===== src/rtl/rr_decoder_arbiter.sv =====
// Four-requester round-robin arbiter: registers a 2-bit winner index and drives
// a one-hot grant decoded from it, with bounded hold time and forced release.
module rr_decoder_arbiter #(
  parameter int MAX_HOLD = 8
) (
  input  logic       clk,
  input  logic       resetn,
  input  logic [3:0] req,
  input  logic       done,
  output logic [3:0] gnt,
  output logic [1:0] gnt_id,
  output logic       busy,
  output logic       timeout
);

  typedef enum logic {
    IDLE,
    GRANT
  } state_t;

  localparam logic [7:0] HOLD_LAST = 8'(MAX_HOLD - 1);
  localparam logic [7:0] HOLD_MAX  = 8'(MAX_HOLD);

  state_t     state;
  state_t     next_state;
  logic [1:0] ptr;
  logic [7:0] hold_cnt;
  logic [1:0] win_id;
  logic       win_valid;
  logic       owner_req;
  logic       hold_hit;
  logic       release_now;

  // Scan from the farthest offset down so the candidate nearest ptr wins.
  always_comb begin
    logic [1:0] cand;
    win_valid = 1'b0;
    win_id    = ptr;
    cand      = ptr;
    for (int i = 3; i >= 0; i--) begin
      cand = ptr + 2'(i);
      if (req[cand]) begin
        win_valid = 1'b1;
        win_id    = cand;
      end
    end
  end

  assign owner_req   = req[gnt_id];
  assign hold_hit    = (hold_cnt == HOLD_LAST);
  assign release_now = done || !owner_req || hold_hit;

  always_ff @(posedge clk or negedge resetn) begin
    if (!resetn) begin
      state <= IDLE;
    end else begin
      state <= next_state;
    end
  end

  always_comb begin
    next_state = state;
    case (state)
      IDLE:    if (win_valid)   next_state = GRANT;
      GRANT:   if (release_now) next_state = IDLE;
      default: next_state = IDLE;
    endcase
  end

  // Timeout only flags a release caused purely by the hold limit.
  always_ff @(posedge clk or negedge resetn) begin
    if (!resetn) begin
      ptr      <= 2'd0;
      hold_cnt <= 8'd0;
      gnt_id   <= 2'd0;
      timeout  <= 1'b0;
    end else begin
      case (state)
        IDLE: begin
          timeout <= 1'b0;
          if (win_valid) begin
            gnt_id   <= win_id;
            hold_cnt <= 8'd0;
          end
        end
        GRANT: begin
          if (hold_cnt != HOLD_MAX) begin
            hold_cnt <= hold_cnt + 8'd1;
          end
          if (release_now) begin
            ptr     <= gnt_id + 2'd1;
            timeout <= hold_hit && !done && owner_req;
          end else begin
            timeout <= 1'b0;
          end
        end
        default: timeout <= 1'b0;
      endcase
    end
  end

  always_comb begin
    busy = (state == GRANT);
    gnt  = 4'b0000;
    if (state == GRANT) begin
      case (gnt_id)
        2'd0:    gnt = 4'b0001;
        2'd1:    gnt = 4'b0010;
        2'd2:    gnt = 4'b0100;
        default: gnt = 4'b1000;
      endcase
    end
  end

endmodule


===== config.mk =====
export PLATFORM = sky130hd
export DESIGN_NAME = rr_decoder_arbiter
export DESIGN_NICKNAME = d
export VERILOG_FILES = /design/src/rtl/rr_decoder_arbiter.sv
export SDC_FILE = /design/constraint.sdc
export NUM_CORES = 1
export LEC_CHECK = 0
export ABC_AREA = 1
export BUFFER_PORTS_ARGS = -buffer_cell sky130_fd_sc_hd__buf_2
export CORE_MARGIN = 5
export CORE_UTILIZATION = 50
export DETAILED_ROUTE_END_ITERATION = 16
export GPL_ROUTABILITY_DRIVEN = 0
export PLACE_DENSITY = 0.74
export SLEW_MARGIN = 20
export SYNTH_ARGS = -nofsm -noshare
export SYNTH_HDL_FRONTEND = slang
export SYNTH_SLANG_ARGS = --single-unit

===== constraint.sdc =====
create_clock -name clk -period 1.53 [get_ports clk]
set_clock_uncertainty 0.15 [all_clocks]
set_input_delay 0.3825 -clock clk [delete_from_list [all_inputs] [get_ports clk]]
set_output_delay 0.3825 -clock clk [all_outputs]
set_load 0.02 [all_outputs]

Word-level counts from Yosys, hierarchy flattened:

Index checks and enable logic that the tools add are counted.

* $add $sub $neg: 5
* multiply operators: 0
* divide/modulo/power cells: 0
* $lt $le $gt $ge: 5
* equal/unequal tests: 6
* shifts and indexed selects: 0
* muxes and demuxes: 28
* bitwise gates (word level): 1
* reduce and logical (&&, ||, !) cells: 10

Operator list (count)
* $mux 8: 2
* $pmux 8 s2: 1
* $lt 2x3->1 const B: 5
* $mux 1: 12
* $pmux 4 s3: 1
* $bmux 1 s2: 5
* $add 8x1->8 const B: 1
* $eq 8x3->1 const B: 1
* $mux 2: 4
* $ne 8x4->1 const B: 1
* $reduce_and 2->1: 3
* $add 2x1->2 const B: 2
* $add 2x2->2 const B: 2
* $mux 4: 1
* $pmux 1 s2: 2
* $eq 2x1->1 const B: 1
* $eq 2x2->1 const B: 1
* $logic_and 1x1->1: 2
* $logic_not 1->1: 2
* $logic_not 2->1: 1
* $logic_or 1x1->1: 2
* $ne 2x1->1 const B: 1
* $ne 2x2->1 const B: 1
* $not 1->1: 1

* bits in registers: 14
* bits in latches: 0
* memory bits (writable): 0
* ROM bits: 0
* input port bits: 7
* output and inout bits: 8
* word-level logic and storage cells: 60
* memories: 0

Depth between registers and ports, before layout:

Gate-level depths: netlist of the first run.

* depth in word-level cells: 9
* gate-level depth with buffers: 13
* gate-level depth less buffers: 12

Worst setup path after synthesis of the first run:

Ideal clock, no wire load.

* kind: register -> register
* from: reg hold_cnt[0]
* to: reg hold_cnt[5]
* data arrival time: 1353 ps
* setup slack: -92 ps
* cell stages (with the launch flop): 9
* buffers on the path: 0
* cell sequence: dfrtp_1 -> inv_1 -> ha_1 -> nand3_1 -> o21ai_2 -> inv_1 -> nand2_1 -> xor2_1 -> nor2_1

* longest elaborated chain between the ends: 3

Ends and longest elaborated chain
* from (decl): RTL line 27 `logic [7:0] hold_cnt;`
* from (signal assigned): RTL line 88 `hold_cnt <= hold_cnt + 8'd1;`
* $add 8x1->8 / $ne 8x4->1 (equally long branches): RTL line 88, 87
* $mux 8 / $ne 2x1->1 (equally long branches)
* $pmux 8 s2 / $reduce_and 2->1 (equally long branches)

Several ways; a longest one is shown, not always the timed one. The select of a mux whose other input is x is not followed.
A chain may end at the register's enable or synchronous reset.

Worst setup path in the final report of the first run:

* from: reg gnt_id[0]
* to: reg ptr[0]

* longest elaborated chain between the ends: 6

Ends and longest elaborated chain
* from (decl): RTL line 11 `output logic [1:0] gnt_id,`
* from (signal assigned): RTL line 82 `gnt_id <= win_id;`
* $bmux 1 s2: RTL line 49 `assign owner_req = req[gnt_id];`
* $mux 1 (not written as such): RTL line 49
* $logic_not 1->1: RTL line 51 `assign release_now = done || !owner_req || hold_hit;`
* $logic_or 1x1->1 (2 in a row): RTL line 51
* $reduce_and 2->1 (no line)
* to (signal assigned): RTL line 91 `ptr <= gnt_id + 2'd1;`
* to (decl): RTL line 26 `logic [1:0] ptr;`

Several ways; a longest one is shown, not always the timed one. The select of a mux whose other input is x is not followed.

==> results.cfg, run 1 <==
[synth]
syn_inst = 157
syn_area_mm2 = 0.00106
synth-async-reset-ratio = 1.00
ys_types = 22
syn_avg_cell_area_um2 = 6.78
synth_edf_count = 0
ys.flop_type = dfrtp_1
synth_top_area_frac = 0.329
synth_fp_nets = 170
yosys.area.top_type = dfrtp_1
ys_warn_count = 0
ys_seq_elements = 14
ys_seq_area_frac = 0.329
yosys-top-cells-area = dfrtp_1, nand2_1, nand3_1

[routing]
vias_per_cell = 5.45
ant_nets = 0
wl_um = 3470
drt_first_pass_iters = 5
drt_iter0_drc = 114
drc_errors = 0
wl_per_cell_um = 14.9
vias = 1265

[critical_path]
crit_slowest_cell = dfrtp_2
crit_top_cell = nand2_1
arrival_ns = 1.80
worstPathMaxFanout = 6
cp.required_ns = 1.58
critPathLaunchType = flip-flop
cpPeakStageDelay_ns = 0.47
cp_cell_sequence = buf_4 -> o211ai_1 -> nand2_1 -> inv_1 -> nor2_1 -> nand2_1 -> nand2_1 -> o21ai_0
critPathKind = reg -> reg
critPathCaptureType = flip-flop

[timing]
setup_viol = 19
fmax_mhz = 571
slew_headroom = 0.795
setup_tns_ns = -2.76
fin_crit_sh = 1.14
finalCriticalPeriod_ns = 1.75
rsz0062_at_grt = true
layout_setup_ws_ns = -0.222
drv_slew = 0
hold_viol = 0
tightestPinTransition_ns = 0.307

[grt]
grt_use_total = 0.201
first_global_vias = 1217
grt_max_degree = 15
grt_pass1_wl_um = 5130
antenna_found_initial = 0
grt_overflow_total = 0

[die]
core-area_mm2 = 0.00200
row_count = 16
die_area_mm2 = 0.00315
start_util = 0.532
io_pins = 15
fp.dieW_um = 56.1
die_height_um = 56.1

[min_path]
hp-class = in -> reg

[clocking]
cts_tree = done
clk_latency_ns = 0.28
cts_num_sinks = 14
cts_buffers = 3
path_clk_slew_ns = 0.09
cts.htree.levels = 1
cts_root_buf = clkbuf_4
clock_path_buffers = 2

[power_and_ir_drop]
power_density_mw_per_mm2 = 2140
ir_worst_vdd_mv = 1.32
p_leak_nw = 0.854
p_total_w = 0.00356

[placed_design]
place_area_mm2 = 0.00127
hpwl_um = 1930
io_buffers = 14

[final_layout]
fillers = 111
multi_input_area_um2 = 764
drive_gt1_frac = 0.556
antenna_cells = 0
regArea_um2 = 357
fin_nets = 219
area_delta_synth_final_pct = 56.5
final_area_mm2 = 0.00167

[flow_run]
maxCapViolCount = 0

[status]
status = finished, violations left
violations = negative setup slack
per-layer routing:
layer	vias up	GRT usage	routed length [um]
li1	587	-	-
met1	609	0.220	1390
met2	61	0.374	1830
met3	8	0.0534	204
met4	0	0.0610	40
met5	-	0	0
path summary, 6_finish.rpt:
| check | to | startpoint | slack, ns | cells past startpoint |
|---|---|---|---|---|
| worst max register to register | ptr[0] | gnt_id[0] | -0.22 | 8 |
| worst max-delay path | ptr[0] | gnt_id[0] | -0.22 | 8 |
| worst min register to register | hold_cnt[4] | hold_cnt[4] | 0.42 | 2 |
| max in group asynchronous | ptr[1] | resetn | 0.61 | 2 |
| min in group asynchronous | hold_cnt[1] | resetn | 0.36 | 2 |
| worst min-delay path | timeout | done | 0.12 | 2 |
worst max-delay path, delay by kind of cell (launching register included):
kind / cells / cell delay, ns
flops: 1 / 0.47
compound gates: 2 / 0.39
simple gates: 4 / 0.38
buf+inv: 2 / 0.26
through the flow:
step / hold WS [ns] / instances / utilization / setup slack [ns]
finish: 0.123 / 232 / 0.833 / -0.222
global route: 0.113 / 232 / 0.833 / -0.304
CTS: 0.119 / 229 / 0.784 / -0.186
detailed placement: 0.140 / 211 / 0.637 / -0.230
global placement: 0.139 / 211 / 0.637 / -0.137
floorplan: -0.0631 / 157 / - / 0.00151
registers in the layout, summed over array words and instances (netlist names):
register,flops
busy,1
gnt_id,2
hold_cnt,8
ptr,2
timeout,1
power breakdown:
group          internal [W]  switching [W]
registers          0.000498       0.000205
clock network      0.000145       0.000127
logic               0.00115        0.00143
cell usage after synthesis (3+ instances only):
cell	instances
nand2_1	51
inv_1	25
nand3_1	21
dfrtp_1	14
nor2_1	8
ha_1	6
nand2_2	6
o21ai_0	4
buf_6	3
xor2_1	3
final cells by class:
type	instances	share of cell area
clock buffers	4	0.0218
inverters	27	0.0668
flip-flops and latches	14	0.214
well taps	27	0.0203
repair buffers	47	0.218
multi-input cells	113	0.459
cells by family after synthesis:
logic type                 share of synthesized area
and+or+nand+nor                                0.384
buffers and inverters                          0.129
DFF                                            0.329
AOI/OAI and AO/OA                             0.0623
adders and majority gates                     0.0705
xor gates and xnor gates                      0.0247
repair_timing:
item                                    4_1_cts  5_1_grt
resized for setup                            51       20
hold buffers                                  1        0
buffers inserted                             14        3
endpoints found under the setup margin       18       21
hold endpoints to repair                     14        0
pin swaps                                    15        3
placed cells by master, fill, tap and decap left out, drive strengths merged:
master | synthesis | layout
a21oi | 1 | 1
a31oi | 1 | 1
buf | 3 | 46
clkbuf | 0 | 4
dfrtp | 14 | 14
dlygate4sd3 | 0 | 1
ha | 6 | 6
inv | 27 | 27
nand2 | 57 | 57
nand3 | 22 | 22
nand4 | 2 | 2
nor2 | 9 | 9
nor3 | 2 | 2
nor4 | 1 | 1
o211ai | 1 | 1
o21ai | 8 | 8
xor2 | 3 | 3
No activity file was read; power rests on OpenSTA's default activity.
==> run 2: changes to the inputs <==
--- a/config.mk
+++ b/config.mk
@@ -5,13 +5,12 @@
 export SDC_FILE = /design/constraint.sdc
 export NUM_CORES = 1
 export LEC_CHECK = 0
-export ABC_AREA = 1
 export BUFFER_PORTS_ARGS = -buffer_cell sky130_fd_sc_hd__buf_2
 export CORE_MARGIN = 5
-export CORE_UTILIZATION = 50
+export CORE_UTILIZATION = 48
 export DETAILED_ROUTE_END_ITERATION = 16
 export GPL_ROUTABILITY_DRIVEN = 0
-export PLACE_DENSITY = 0.74
+export PLACE_DENSITY = 0.73
 export SLEW_MARGIN = 20
 export SYNTH_ARGS = -nofsm -noshare
 export SYNTH_HDL_FRONTEND = slang
==> results.cfg, run 2 <==
[status]
status = finished, violations left
violations = negative setup slack

[die]
die_area_mm2 = 0.00277
fp.dieW_um = 52.6
die_height_um = 52.6
core-area_mm2 = 0.00173
row_count = 15
start_util = 0.504
io_pins = 15

[critical_path]
critPathKind = reg -> out
ff2ff_setup_slack_ns = -0.27
crit_slowest_cell = dfrtp_2
rr_worst_depth = 4
crit_top_cell = buf_6
cp.required_ns = 1.00
critPathLaunchType = flip-flop
cpPeakStageDelay_ns = 0.42
crit_path_start = gnt_id[1]
reg2reg_from = hold_cnt[7]
worstSetupEndpoint = gnt[1]
worstPathMaxFanout = 5
critPathCaptureType = output pin
cp_cell_sequence = buf_6 -> inv_6 -> ha_4 -> and2_4 -> buf_6
worstReg2RegEnd = ptr[1]
arrival_ns = 1.28

[synth]
syn_inst = 87
yosysMostFrequentCell = dfrtp_1
ys.flop_type = dfrtp_1
synth_common_cells = dfrtp_1, nor2_1, ha_1, inv_1, nand2_1
ys_types = 31
synth-async-reset-ratio = 1.00
ys_warn_count = 0
yosys.area.top_type = dfrtp_1
ys_seq_elements = 14
synth_edf_count = 0
syn_area_um2 = 871
yosys-top-cells-area = dfrtp_1, ha_1, a22o_1
synth_top_area_frac = 0.402
syn_avg_cell_area_um2 = 10.0
ys_seq_area_frac = 0.402
synth_fp_nets = 100

[final_layout]
regArea_um2 = 355
largest_reg_flops = 8
fillers = 116
final_util = 0.801
fin_nets = 144
multi_input_area_um2 = 617
antenna_cells = 0
drive_gt1_frac = 0.592
reg_top3 = hold_cnt x8, gnt_id x2, ptr x2
final_common_cell = buf_4
regMostFlops = hold_cnt
layout_common_cells = buf_4, dfrtp_1, buf_2, buf_6
instances_no_fill = 155
area_delta_synth_final_pct = 58.8

[power_and_ir_drop]
clockPowerShare = 0.112
p_total_w = 0.00244
p_comb_frac = 0.618
power.switching_w = 0.000995
internal-power_w = 0.00144
pwr-share-seq = 0.270
switching_share = 0.408
power_density_mw_per_mm2 = 1760
ir_worst_vdd_mv = 1.25
p_leak_nw = 0.638

[routing]
wl_per_cell_um = 15.3
wl_um = 2380
drt_first_pass_iters = 4
vias = 857
drc_errors = 0
ant_nets = 0
vias_per_cell = 5.53
drt_iter0_drc = 31

[timing]
setup_tns_ns = -2.21
setup_viol = 12
layout_setup_ws_ns = -0.284
fin_crit_sh = 1.19
rsz0062_at_grt = true
slew_headroom = 0.779
tightestPinTransition_ns = 0.331
hold_viol = 0
drv_slew = 0
finalCriticalPeriod_ns = 1.81
fmax_mhz = 551

[clocking]
cts_num_sinks = 14
cts_root_buf = clkbuf_4
clk_latency_ns = 0.28
cts_tree = done
cts_buffers = 3
path_clk_slew_ns = 0.09
clock_path_buffers = 2
cts.htree.levels = 1

[grt]
grt_pass1_wl_um = 3760
grt_max_degree = 15
first_global_vias = 846
grt_overflow_total = 0
grt_use_total = 0.189
antenna_found_initial = 0

[placed_design]
hpwl_um = 1500
io_buffers = 14
dp.cells = 143

[min_path]
hold_path_depth = 4
hp-class = in -> reg

[flow_run]
maxCapViolCount = 0
-- run 2: cell types whose count changed in the layout (fill, tap and decap cells not counted), moves of 3 or more --
cell     before  now
a22o_1        0    5
and2_4        0    4
buf_4        31   23
buf_6         5    8
inv_1        18    4
inv_2         5    0
inv_4         4    1
mux2i_1       0    3
nand2_1      35    6
nand2_2      21    0
nand3_1       8    1
nand3_2      14    4
xnor2_1       0    3
-- run 2: logic make-up after synthesis --
kind of cell,Yosys count,share of synthesized area
AND/OR/NAND/NOR,32,0.203
AO/OA/AOI/OAI,19,0.157
flip-flops,14,0.402
buffers and inverters,7,0.0302
adder cells (fa/ha/maj),6,0.0862
multiplexers,5,0.0819
XOR/XNOR,4,0.0402
-- run 2: layer usage --
metal	track usage	part of all wire	vias up
met5	0	0	-
li1	-	-	395
met1	0.218	0.39	416
met2	0.345	0.55	40
met3	0.0313	0.062	6
met4	0.0681	0.0059	0
-- run 2: worst max-delay path: cells and delay by family, from the launching register on --
kind / cells / cell delay (ns)
simple gates: 1 / 0.14
buf+inv: 3 / 0.32
flops: 1 / 0.42
fa+ha+maj: 1 / 0.12
-- run 2: cell type report --
type,count,share of cell area
clock buffer,4,0.0262
inverter,6,0.0217
multi-input combinational,66,0.446
sequential,14,0.257
tap,25,0.0226
timing repair buffer,40,0.226
-- run 2: worst min path at each step --
stage / slack (ns) / startpoint / endpoint
detailed placement: 0.15 / resetn / ptr[1]
floorplan: -0.06 / resetn / busy
global route: 0.27 / done / busy
CTS: 0.25 / done / busy
finish: 0.24 / done / busy
global placement: 0.15 / resetn / timeout
-- run 2: repair_timing --
item / in CTS / in global routing
cloned: 0 / 0
pin swaps: 4 / 2
endpoints found under the hold margin: 14 / 0
hold buffers: 1 / 0
buffers inserted: 4 / 3
gates resized for setup: 25 / 24
setup endpoints to repair: 13 / 18
-- run 2: power by group through the flow --
stage	Clock [W]	Combinational [W]	Sequential (W)
after CTS	0.000278	0.00124	0.000624
after detailed placement	0	0.000962	0.000659
final	0.000274	0.00151	0.000658
after global routing	0.000299	0.00163	0.000682
after floorplan	0	0.000542	0.000678
after global placement	0	0.000939	0.000646
-- run 2: stage by stage --
step           worst slack (ns)  hold slack [ns]  instance area (um^2)
5_1_grt                  -0.326            0.274                  1380
3_5_place_dp             -0.224            0.148                  1110
2_1_floorplan            -0.214          -0.0631                   878
3_3_place_gp             -0.195            0.147                  1110
4_1_cts                  -0.272            0.255                  1260
6_report                 -0.284            0.241                  1380
==> run 3: changes to the inputs <==
--- a/config.mk
+++ b/config.mk
@@ -6,11 +6,14 @@
 export NUM_CORES = 1
 export LEC_CHECK = 0
 export BUFFER_PORTS_ARGS = -buffer_cell sky130_fd_sc_hd__buf_2
+export CELL_PAD_IN_SITES_DETAIL_PLACEMENT = 0
+export CELL_PAD_IN_SITES_GLOBAL_PLACEMENT = 1
 export CORE_MARGIN = 5
-export CORE_UTILIZATION = 48
+export CORE_UTILIZATION = 37
 export DETAILED_ROUTE_END_ITERATION = 16
 export GPL_ROUTABILITY_DRIVEN = 0
-export PLACE_DENSITY = 0.73
+export PLACE_DENSITY_LB_ADDON = 0.1
+export SETUP_SLACK_MARGIN = 0.05
 export SLEW_MARGIN = 20
 export SYNTH_ARGS = -nofsm -noshare
 export SYNTH_HDL_FRONTEND = slang
==> results.cfg, run 3 (same netlist as run 2, synthesis figures left out) <==
[status]
status = finished, violations left
violations = negative setup slack

[timing]
drv_slew = 0
setup_tns_ns = -2.40
hold_viol = 0
slew_headroom = 0.775
tightestPinTransition_ns = 0.338
fin_crit_sh = 1.18
layout_setup_ws_ns = -0.272
rsz0062_at_grt = true
fmax_mhz = 555
finalCriticalPeriod_ns = 1.80
setup_viol = 13

[final_layout]
regMostFlops = hold_cnt
drive_gt1_frac = 0.621
area_delta_synth_final_pct = 64.2
fillers = 182
final_area_mm2 = 0.00143
fin_nets = 146
final_common_cell = buf_4
reg_top3 = hold_cnt x8, gnt_id x2, ptr x2
antenna_cells = 0
largest_reg_flops = 8
layout_common_cells = buf_4, buf_6, dfrtp_1

[clocking]
clk_latency_ns = 0.28
path_clk_slew_ns = 0.09
clock_path_buffers = 2
cts_buffers = 3
cts_root_buf = clkbuf_4
cts.htree.levels = 1
cts_num_sinks = 14
cts_tree = done

[routing]
dr_wl_met3_um = 69
wl_um = 2340
top_layer_used = met4
vias = 799
drt_first_pass_iters = 4
ant_nets = 0
vias_per_cell = 4.99
routed-wl-met2_um = 1160
drc_errors = 0
wl_met1_um = 1090
drt_iter0_drc = 12
wl_per_cell_um = 14.6

[die]
die_area_mm2 = 0.00342
fp.dieW_um = 58.5
io_pins = 15
core-area_mm2 = 0.00223
row_count = 17
die_height_um = 58.5
start_util = 0.390

[critical_path]
critPathLaunchType = flip-flop
path_delay_family = simple AND/OR/NAND/NOR gates
crit_slowest_cell = or4_4
worstPathMaxFanout = 3
critPathCaptureType = flip-flop
cp.required_ns = 1.55
path_buf_inv = 0
cpPeakStageDelay_ns = 0.59
cp_cell_sequence = or4_4 -> nor3_4 -> o21ai_2 -> mux2_4
arrival_ns = 1.82
critPathKind = reg -> reg

[power_and_ir_drop]
internal-power_w = 0.00150
switching_share = 0.398
ir_worst_vdd_mv = 1.14
p_comb_frac = 0.625
pwr-share-seq = 0.267
p_leak_nw = 0.658
power_density_mw_per_mm2 = 1740
power.switching_w = 0.000993
clockPowerShare = 0.108

[grt]
grt_pass1_wl_um = 3710
grt_overflow_total = 0
grt_use_total = 0.143
antenna_found_initial = 0
grt_max_degree = 15
first_global_vias = 813

[placed_design]
hpwl_um = 1590
place_area_mm2 = 0.00112
io_buffers = 14

[flow_run]
maxCapViolCount = 0

[min_path]
hp-class = in -> reg
-- run 3: layer usage --
metal  up-vias  global-route usage
li1        405                   -
met1       382               0.197
met2        10               0.225
met3         2              0.0461
met4         0              0.0199
met5         -                   0
-- run 3: per-stage QoR --
| step | worst slack (ns) | total power (W) | util | hold WS (ns) | cells |
|---|---|---|---|---|---|
| 3_3_place_gp | -0.245 | 0.00162 | 0.501 | 0.157 | 146 |
| 4_1_cts | -0.265 | 0.00225 | 0.582 | 0.265 | 159 |
| 5_1_grt | -0.307 | 0.00266 | 0.640 | 0.284 | 160 |
| 2_1_floorplan | -0.214 | 0.00123 | - | -0.0631 | 87 |
| 3_5_place_dp | -0.231 | 0.00166 | 0.501 | 0.152 | 146 |
| 6_report | -0.272 | 0.00249 | 0.640 | 0.273 | 160 |
-- run 3: worst register-to-register path: stages, from the launching register on --
cell,delay (ns)
dfrtp_1,0.40
or4_4,0.59
nor3_4,0.17
o21ai_2,0.10
mux2_4,0.29
-- run 3: worst paths after layout --
kind	startpoint	endpoint	slack, ns	cells past startpoint
setup / recovery	hold_cnt[5]	ptr[1]	-0.27	4
max in group asynchronous	resetn	gnt_id[1]	0.58	2
hold reg to reg	ptr[0]	ptr[0]	0.47	2
min in group asynchronous	resetn	hold_cnt[6]	0.38	2
hold / removal	done	busy	0.27	4
setup reg to reg	hold_cnt[5]	ptr[1]	-0.27	4
-- run 3: final cells by class --
class                   count  area, um^2  area share
multi-input cells          66         631       0.441
flip-flops and latches     14         355       0.248
repair buffers             42         343       0.240
clock buffers               4        36.3      0.0254
well taps                  28        35.0      0.0245
inverters                   6        30.0      0.0210
-- run 3: timing repair --
item	CTS	global route
endpoints found under the hold margin	14	0
resized for setup	29	29
hold buffers	1	0
setup buffers	9	1
endpoints found under the setup margin	15	19
pin swaps	2	10
-- run 3: power by group through the flow --
stage | Sequential (W) | Combinational (W) | Clock [W]
floorplan | 0.000678 | 0.000548 | 0
global placement | 0.000662 | 0.000955 | 0
detailed placement | 0.000666 | 0.000990 | 0
CTS | 0.000629 | 0.00134 | 0.000280
global route | 0.000681 | 0.00169 | 0.000291
finish | 0.000665 | 0.00156 | 0.000269
